`src/rtl/pipe_mon_pkg.sv`:
```
// Shared types and constants for the pipeline run monitor.
package pipe_mon_pkg;

    typedef enum logic [1:0] {
        ST_RUN  = 2'd0,
        ST_PASS = 2'd1,
        ST_FAIL = 2'd2
    } mon_state_t;

    localparam logic [1:0] FAIL_NONE    = 2'd0;
    localparam logic [1:0] FAIL_TIMEOUT = 2'd1;
    localparam logic [1:0] FAIL_HANG    = 2'd2;

    localparam int TRACE_REG_W   = 5;
    localparam int TRACE_CYCLE_W = 32;

    // Layout of one trace entry at the default 32-bit counter width.
    typedef struct packed {
        logic [TRACE_REG_W-1:0]   dst_reg;
        logic [TRACE_CYCLE_W-1:0] cycle;
    } trace_entry_t;

endpackage

```
`src/rtl/trace_fifo.sv`:
```
// Synchronous FIFO with a registered show-ahead head and a sticky overflow flag.
module trace_fifo #(
    parameter int DEPTH = 16,
    parameter int WIDTH = 37
) (
    input  logic             clk,
    input  logic             reset,
    input  logic             push,
    input  logic [WIDTH-1:0] push_data,
    input  logic             pop,
    output logic             valid,
    output logic [WIDTH-1:0] head,
    output logic             overflow
);

    localparam int AW = $clog2(DEPTH);

    logic [WIDTH-1:0] mem_q [DEPTH];
    logic [AW-1:0]    wr_ptr_q, wr_ptr_d;
    logic [AW-1:0]    rd_ptr_q, rd_ptr_d;
    logic [AW:0]      count_q, count_d;
    logic             valid_q, valid_d;
    logic [WIDTH-1:0] head_q, head_d;
    logic             overflow_q, overflow_d;
    logic             do_push, do_pop;

    always_comb begin
        do_pop     = pop && (count_q != '0);
        // A full FIFO still accepts a push when the head leaves on the same edge.
        do_push    = push && ((count_q != (AW+1)'(DEPTH)) || do_pop);
        wr_ptr_d   = wr_ptr_q;
        rd_ptr_d   = rd_ptr_q;
        count_d    = count_q;
        overflow_d = overflow_q | (push && !do_push);
        if (do_push) begin
            wr_ptr_d = wr_ptr_q + AW'(1);
        end
        if (do_pop) begin
            rd_ptr_d = rd_ptr_q + AW'(1);
        end
        if (do_push && !do_pop) begin
            count_d = count_q + (AW+1)'(1);
        end else if (do_pop && !do_push) begin
            count_d = count_q - (AW+1)'(1);
        end
        valid_d = (count_d != '0);
        if (count_d == '0) begin
            head_d = '0;
        end else if (do_push && (wr_ptr_q == rd_ptr_d)) begin
            head_d = push_data;
        end else begin
            head_d = mem_q[rd_ptr_d];
        end
    end

    always_ff @(posedge clk) begin
        if (do_push) begin
            mem_q[wr_ptr_q] <= push_data;
        end
    end

    always_ff @(posedge clk or posedge reset) begin
        if (reset) begin
            wr_ptr_q   <= '0;
            rd_ptr_q   <= '0;
            count_q    <= '0;
            valid_q    <= 1'b0;
            head_q     <= '0;
            overflow_q <= 1'b0;
        end else begin
            wr_ptr_q   <= wr_ptr_d;
            rd_ptr_q   <= rd_ptr_d;
            count_q    <= count_d;
            valid_q    <= valid_d;
            head_q     <= head_d;
            overflow_q <= overflow_d;
        end
    end

    assign valid    = valid_q;
    assign head     = head_q;
    assign overflow = overflow_q;

endmodule

```
`src/rtl/pipe_monitor.sv`:
```
// Pipeline run monitor: saturating perf counters, pass/timeout/hang verdict and
// an optional writeback trace FIFO built when PIPE_MON_TRACE_EN is defined.
module pipe_monitor
    import pipe_mon_pkg::*;
#(
    parameter logic [31:0] END_PC      = 32'h58,
    parameter int          TIMEOUT     = 4096,
    parameter int          STALL_LIMIT = 16,
    parameter int          CNT_W       = 32,
    parameter int          TRACE_DEPTH = 16
) (
    input  logic             clk,
    input  logic             reset,
    input  logic [31:0]      pc,
    input  logic             reg_write_w,
    input  logic [4:0]       write_reg_w,
    input  logic             stall_f,
    input  logic             stall_d,
    input  logic             flush_e,
    input  logic             trace_pop,
    output logic             trace_valid,
    output logic [4:0]       trace_reg,
    output logic [CNT_W-1:0] trace_cycle,
    output logic             trace_overflow,
    output logic             done,
    output logic             pass,
    output logic [1:0]       fail_code,
    output logic [CNT_W-1:0] cycle_count,
    output logic [CNT_W-1:0] retire_count,
    output logic [CNT_W-1:0] stall_count,
    output logic [CNT_W-1:0] flush_count
);

    localparam int SC_W = $clog2(STALL_LIMIT) + 1;

    mon_state_t       state_q, state_d;
    logic             done_q, done_d;
    logic             pass_q, pass_d;
    logic [1:0]       fail_code_q, fail_code_d;
    logic [CNT_W-1:0] cycle_q, cycle_d;
    logic [CNT_W-1:0] retire_q, retire_d;
    logic [CNT_W-1:0] stall_q, stall_d_cnt;
    logic [CNT_W-1:0] flush_q, flush_d;
    logic [SC_W-1:0]  stall_run_q, stall_run_d;
    logic             retire_ev;
    logic             trace_push;

    function automatic logic [CNT_W-1:0] sat_inc(input logic [CNT_W-1:0] v, input logic en);
        return (en && (v != '1)) ? v + CNT_W'(1) : v;
    endfunction

    always_comb begin
        state_d     = state_q;
        done_d      = done_q;
        pass_d      = pass_q;
        fail_code_d = fail_code_q;
        cycle_d     = cycle_q;
        retire_d    = retire_q;
        stall_d_cnt = stall_q;
        flush_d     = flush_q;
        stall_run_d = stall_run_q;
        retire_ev   = reg_write_w && (write_reg_w != 5'd0);
        trace_push  = 1'b0;
        if (state_q == ST_RUN) begin
            cycle_d     = sat_inc(cycle_q, 1'b1);
            retire_d    = sat_inc(retire_q, retire_ev);
            stall_d_cnt = sat_inc(stall_q, stall_f || stall_d);
            flush_d     = sat_inc(flush_q, flush_e);
            stall_run_d = stall_f ? stall_run_q + SC_W'(1) : '0;
            trace_push  = retire_ev;
            if (pc == END_PC) begin
                state_d = ST_PASS;
                done_d  = 1'b1;
                pass_d  = 1'b1;
            end else if (cycle_q == CNT_W'(TIMEOUT - 1)) begin
                state_d     = ST_FAIL;
                done_d      = 1'b1;
                fail_code_d = FAIL_TIMEOUT;
            end else if (stall_f && (stall_run_q == SC_W'(STALL_LIMIT - 1))) begin
                state_d     = ST_FAIL;
                done_d      = 1'b1;
                fail_code_d = FAIL_HANG;
            end
        end
    end

    always_ff @(posedge clk or posedge reset) begin
        if (reset) begin
            state_q     <= ST_RUN;
            done_q      <= 1'b0;
            pass_q      <= 1'b0;
            fail_code_q <= FAIL_NONE;
            cycle_q     <= '0;
            retire_q    <= '0;
            stall_q     <= '0;
            flush_q     <= '0;
            stall_run_q <= '0;
        end else begin
            state_q     <= state_d;
            done_q      <= done_d;
            pass_q      <= pass_d;
            fail_code_q <= fail_code_d;
            cycle_q     <= cycle_d;
            retire_q    <= retire_d;
            stall_q     <= stall_d_cnt;
            flush_q     <= flush_d;
            stall_run_q <= stall_run_d;
        end
    end

    assign done         = done_q;
    assign pass         = pass_q;
    assign fail_code    = fail_code_q;
    assign cycle_count  = cycle_q;
    assign retire_count = retire_q;
    assign stall_count  = stall_q;
    assign flush_count  = flush_q;

`ifdef PIPE_MON_TRACE_EN
    logic [4+CNT_W:0] trace_head;

    trace_fifo #(
        .DEPTH (TRACE_DEPTH),
        .WIDTH (5 + CNT_W)
    ) u_trace_fifo (
        .clk       (clk),
        .reset     (reset),
        .push      (trace_push),
        .push_data ({write_reg_w, cycle_q}),
        .pop       (trace_pop),
        .valid     (trace_valid),
        .head      (trace_head),
        .overflow  (trace_overflow)
    );

    assign trace_reg   = trace_head[CNT_W +: 5];
    assign trace_cycle = trace_head[CNT_W-1:0];
`else
    localparam int unused_trace_depth = TRACE_DEPTH;
    logic unused_trace;
    assign unused_trace   = trace_pop ^ trace_push;
    assign trace_valid    = 1'b0;
    assign trace_reg      = 5'd0;
    assign trace_cycle    = '0;
    assign trace_overflow = 1'b0;
`endif

endmodule

```
`config.mk`:
```
export PLATFORM = sky130hd
export DESIGN_NAME = pipe_monitor
export DESIGN_NICKNAME = d
export VERILOG_FILES = /design/src/rtl/pipe_mon_pkg.sv /design/src/rtl/trace_fifo.sv /design/src/rtl/pipe_monitor.sv
export SDC_FILE = /design/constraint.sdc
export NUM_CORES = 1
export LEC_CHECK = 0
export ABC_AREA = 1
export CORE_ASPECT_RATIO = 0.75
export CORE_MARGIN = 2
export CORE_UTILIZATION = 38
export CTS_BUF_LIST = sky130_fd_sc_hd__clkbuf_4 sky130_fd_sc_hd__clkbuf_8 sky130_fd_sc_hd__clkbuf_16
export DETAILED_ROUTE_END_ITERATION = 16
export DONT_BUFFER_PORTS = 1
export PLACE_DENSITY_LB_ADDON = 0.12
export SYNTH_ARGS = -nofsm -noshare
export SYNTH_HDL_FRONTEND = slang
export SYNTH_SLANG_ARGS = --single-unit
```
`constraint.sdc`:
```
create_clock -name clk -period 4.4 [get_ports clk]
set_input_delay 0.22 -clock clk [delete_from_list [all_inputs] [get_ports clk]]
set_output_delay 0.22 -clock clk [all_outputs]
set_load 0.005 [all_outputs]
```
==> results of run 1 <==
## kinds of logic (layout without fill, tap and decap cells)
kind of cell               after synthesis  count (layout)  synth area share
adders and majority gates                6               6          0.007807
xor gates and xnor gates                56              56           0.05179
AOI/OAI and AO/OA                       55              55           0.03435
other                                    1              39         0.0003900
DFF                                    139             139            0.3617
and+or+nand+nor                       1061            1061            0.4604
buffers and inverters                  138             115           0.08354
## power by group
group	switching, W	total, W	internal, W	leakage [nW]
Combinational	0.0000472	0.0000566	0.00000942	2.41
Sequential	0	0.00128	0.00128	1.90
Clock	0.000614	0.00146	0.000850	0.274
Total	0.000661	0.00280	0.00214	4.59
## sequential cells by signal, indices dropped and copies added (netlist names)
register,cells
state_q,2
stall_run_q,5
stall_count,32
fail_code,2
pass,1
cycle_count,32
retire_count,32
done,1
flush_count,32
## cell usage after synthesis, types with 9 or more instances
cell | number | area share
nand2_1 | 676 | 0.26
buf_6 | 15 | 0.018
nor2_1 | 251 | 0.098
dfrtp_1 | 139 | 0.36
buf_4 | 43 | 0.034
xor2_1 | 35 | 0.032
nor3_1 | 13 | 0.0068
inv_1 | 72 | 0.028
o21ai_2 | 14 | 0.013
nand3_1 | 28 | 0.015
nand3b_1 | 41 | 0.032
xnor2_1 | 20 | 0.018
nand2_2 | 13 | 0.0085
nor2_2 | 9 | 0.0059
nand4_1 | 10 | 0.0065
o21ai_0 | 26 | 0.014
## timing repair
action                                  4_1_cts  5_1_grt
endpoints found under the setup margin        0        0
setup buffers                                 0        0
endpoints found under the hold margin       105        0
hold buffers                                  3        0
## cell usage in the layout (no fill, tap or decap), types with 6 or more instances in the layout
master	instances
nand2_1	676
nor2_1	251
dfrtp_1	139
inv_1	71
nand3b_1	41
conb_1	39
xor2_1	35
nand3_1	28
o21ai_0	26
xnor2_1	20
clkbuf_16	17
o21ai_2	14
nand2_2	13
nor3_1	13
nand4_1	10
nor2_2	9
o21ai_1	8
nor2_4	7
ha_1	6
## layer usage
layer  vias up  global-route usage  wire length, um
met5         -                   0                0
met3        19             0.05664             1746
li1       4434                   -                -
met1      3915              0.2827            12990
met2       189              0.3019            11030
met4         0             0.04393              237
## worst register-to-register path, stage by stage (launching register included)
cell	delay, ns
dfrtp_1	0.43
ha_1	0.25
inv_1	0.07
nor2_2	0.05
nand2_2	0.13
nor2_2	0.07
nand2_1	0.09
nand3_2	0.52
inv_2	0.57
nand2_1	0.11
nand2_1	0.08
## worst paths after layout
path,from,endpoint,depth (start not counted)
worst max-delay path,retire_count[0],retire_count[27],10
worst min-delay path,flush_e,flush_count[12],3
worst max register to register,retire_count[0],retire_count[27],10
worst min register to register,stall_run_q[0],stall_run_q[0],1
max in group asynchronous,reset,retire_count[25],3
min in group asynchronous,reset,stall_count[22],2
## through the flow
stage | cells | total power, W
6_report | 1809 | 0.002799
5_1_grt | 1809 | 0.002899
4_1_cts | 1809 | 0.002843
3_5_place_dp | 1774 | 0.001358
3_3_place_gp | 1774 | 0.001357
2_1_floorplan | 1494 | 0.001368
## final cells by class
type | instances | area (um2) | share of cell area
multi-input cells | 1217 | 5477 | 0.5308
flip-flops and latches | 139 | 3478 | 0.3371
clock buffers | 18 | 439.2 | 0.04257
well taps | 338 | 422.9 | 0.04099
inverters | 78 | 307.8 | 0.02983
clock inverters | 14 | 147.6 | 0.01431
repair buffers | 5 | 45.04 | 0.004366
==> results_dict.tcl, run 1 <==
set metrics [dict create \
    setup_tns_ns 0 \
    path_cells "ha_1 > inv_1 > nor2_2 > nand2_2 > nor2_2 > nand2_1 > nand3_2 > inv_2 > nand2_1 > nand2_1" \
    critPathSlowestCell "inv_2" \
    crit_required_ns 4.77 \
    die_w_um 187.7 \
    drt_wl_total_um 26010 \
    synthCells 1456 \
    grt.total_usage 0.1995 \
    postLayoutCellArea_mm2 0.01032 \
    finalMaxSlewViolations 0 \
    placed_cell_area_mm2 0.009701 \
    clk_pin_slew_ns 0.06 \
    grt_overflow_total 0 \
    htreeDepth 4 \
    grt_setup_unrepaired "no" \
    critPathMaxStageDelay_ns 0.56 \
    leakage_nw 4.587 \
    yosys_warnings 0 \
    ys_seq_area_frac 0.3617 \
    dp_hpwl_um 19350 \
    peakVddDrop_v 0.0002670 \
    ys_async_sr_fraction 1.000 \
    crit_fanout 34 \
    cts_root_buf "clkbuf_16" \
    utilization 0.4144 \
    area_growth_syn_to_layout_pct 7.300 \
    path_buf_inv 2 \
    start_util 0.3862 \
    cp_top_family "simple AND/OR/NAND/NOR gates" \
    cap_violations 0 \
    ys_ff_latch 139 \
    clock-sinks 139 \
    cts_tree "done" \
    fp-row-count 50 \
    run_status "completed" \
    finClkSkew_ns 0.01120 \
    final_hold_viol_count 0 \
    power_density_mw_per_mm2 271.3 \
    crit_top_cell "nand2_1" \
    fillers 2706 \
    crit_type "flop to flop" \
    drive_above_1_share 0.06594 \
    r2r_slack_ns 1.97 \
    hold_slack_ns 0.05580 \
    synth.distinct_cells 36 \
    fin_nets 1508 \
    relSlewSlack 0.3746 \
    dr.first_iter.drc_count 478 \
    die_height_um 141.8 \
    yosys_most_used_dff "dfrtp_1" \
    post_cts_resized 0 \
    dieArea_mm2 0.02661 \
    drt-pass1-iter-count 6 \
    fmax_ghz 0.4113 \
    syn-cell-area_mm2 0.009615 \
    gp_congestion 0.8619 \
    drc 0 \
    cp-start-kind "flop" \
    syn_avg_cell_area_um2 6.604 \
    worstHoldPathType "primary input to flop" \
    cp-end-kind "flop" \
    period_share 0.5526 \
    dpl_worst_slack_ns 1.958 \
    grt_pass1_vias 7936 \
    ant_nets 0 \
    via_per_inst 4.730 \
    wl_per_cell_um 14.38 \
    diodes 0 \
    worstSkewPairLatency_ns 0.43 \
    antenna_found_initial 0 \
    clockBufferDepth 2 \
    setup_ws_ns 1.969 \
    tightest_slew_ns 0.9380 \
    final.min_clock_period_ns 2.431 \
    cts_made_buffers 17 \
    setup_viol 0 \
    synth-edff-count 0 \
    num_vias 8557 \
    cp.arrival_ns 2.80 \
    ios 215 \
    grt_max_degree 101 \
    port-buffer-count 0 \
    core_area_mm2 0.02490 \
    grt_pass1_wl_um 42310 \
]
No activity file was read; power rests on OpenSTA's default activity.
==> run 2: changes to the inputs <==
clock period = 2.52 ns   (was 4.4 ns; I/O delays follow)
==> run 2 against run 1 <==
Effect of this change:
- maximum frequency rose by 19%
- non-clock buffer count grew 7
- sequential power grew 74%
- clock skew fell by 0.0017 ns
- final cell count up 0.33%
- global-route usage about the same
- total power is 78% higher
- sequential cell count did not move
- clock power rose by 82%
- critical path depth unchanged
- first-iteration DRC count shrank 4.0%
- worst setup slack worse by 1.5 ns
==> results_dict.tcl, run 2 (synthesized netlist as in run 1, its figures left out) <==
set metrics [dict create \
    run_status "completed" \
    final_hold_viol_count 0 \
    gp_congestion 0.8329 \
    dp_hpwl_um 19790 \
    area_growth_syn_to_layout_pct 8.341 \
    wl_per_cell_um 14.40 \
    holdBufCountCts 3 \
    htreeDepth 4 \
    drt_wl_total_um 26140 \
    crit_fanout 24 \
    fp-row-count 50 \
    grt_max_degree 83 \
    drt-pass1-iter-count 5 \
    clockBufferDepth 2 \
    via_per_inst 4.745 \
    cp.arrival_ns 2.41 \
    port-buffer-count 0 \
    fmax_ghz 0.4887 \
    layout_commonest_cell "nand2_1" \
    finalMaxSlewViolations 0 \
    cp-start-kind "flop" \
    grt_pass1_vias 7968 \
    grt.total_usage 0.1992 \
    drive_above_1_share 0.06974 \
    setup_tns_ns 0 \
    worstSkewPairLatency_ns 0.43 \
    mostFrequentLayoutCells "nand2_1 (676), nor2_1 (251), dfrtp_1 (139)" \
    r2r-start "flush_count[0]" \
    relSlewSlack 0.6670 \
    cts_root_buf "clkbuf_16" \
    antenna_found_initial 0 \
    clk_pin_slew_ns 0.06 \
    diodes 0 \
    worstHoldPathType "primary input to flop" \
    cap_violations 0 \
    ant_nets 0 \
    peakVddDrop_v 0.0004395 \
    start_util 0.3862 \
    dieArea_mm2 0.02661 \
    crit_type "flop to flop" \
    min_from "pc[8]" \
    post_cts_resized 0 \
    grt_pass1_wl_um 42260 \
    drc 0 \
    crit_start "flush_count[0]" \
    dr.first_iter.drc_count 459 \
    dp.cells 1781 \
    final_cells 1815 \
    die_w_um 187.7 \
    core_area_mm2 0.02490 \
    num_vias 8612 \
    setup_viol 0 \
    leakage_nw 4.650 \
    utilization 0.4184 \
    power_density_mw_per_mm2 479.5 \
    finClkSkew_ns 0.009477 \
    fin_nets 1515 \
    die_height_um 141.8 \
    postCtsSetupRepairBufs 0 \
    cts_tree "done" \
    final.min_clock_period_ns 2.046 \
    cts_made_buffers 17 \
    ios 215 \
    clock-sinks 139 \
    cp-end-kind "flop" \
    tightest_slew_ns 0.4957 \
    crit_required_ns 2.88 \
    grt_overflow_total 0 \
    grt_setup_unrepaired "no" \
    period_share 0.8121 \
    hold_slack_ns 0.05826 \
]
run 2: changes by cell type in the layout (fill, tap and decap cells not counted), sizes merged:
cell      before  now
buf            2    9
clkinvlp       5    2
inv           79   77
bufinv         2    3
clkbuf        18   21
run 2: layout make-up:
type	instances	area (um2)
timing repair buffer	12	122.6
fill	2689	14480
inverter	78	306.5
tap	338	422.9
clock inverter	10	142.6
clock buffer	21	467.9
sequential	139	3478
multi-input combinational	1217	5477
run 2: critical path, stage by stage, from the launching register on:
cell     delay [ns]
dfrtp_1        0.45
ha_1           0.27
inv_1          0.10
nor2_4         0.16
nand2_2        0.11
nor2_4         0.16
nand2_2        0.12
nand3_4        0.25
buf_4          0.23
nand2_1        0.06
nand2_1        0.07
run 2: final timing paths:
| kind | depth (start not counted) | endpoint | slack [ns] |
|---|---|---|---|
| setup / recovery | 10 | flush_count[14] | 0.47 |
| hold / removal | 7 | pass | 0.06 |
| max in group asynchronous | 3 | flush_count[8] | 1.78 |
| setup reg to reg | 10 | flush_count[14] | 0.47 |
| hold reg to reg | 1 | stall_run_q[0] | 0.51 |
| min in group asynchronous | 3 | cycle_count[27] | 0.28 |
run 2: stage by stage:
stage,setup slack [ns],area [um2],power (W)
2_1_floorplan,0.6589,9762,0.002390
3_3_place_gp,0.4915,9777,0.002376
3_5_place_dp,0.4848,9777,0.002376
4_1_cts,0.4564,10420,0.005063
5_1_grt,0.2103,10420,0.005170
6_report,0.4736,10420,0.004995
run 2: where the power goes:
group / leakage [nW] / switching [W] / total (W) / internal (W)
sequential: 1.90 / 0 / 0.00223 / 0.00223
clock: 0.300 / 0.00103 / 0.00266 / 0.00163
combinational: 2.45 / 0.0000835 / 0.000105 / 0.0000218
total: 4.65 / 0.00111 / 0.00500 / 0.00388
run 2: per-layer routing:
layer,vias to the layer above,global-route usage,routed length [um]
li1,4456,-,-
met1,3954,0.2805,12940
met2,189,0.3025,11250
met3,13,0.06010,1774
met4,0,0.04020,183
met5,-,0,0
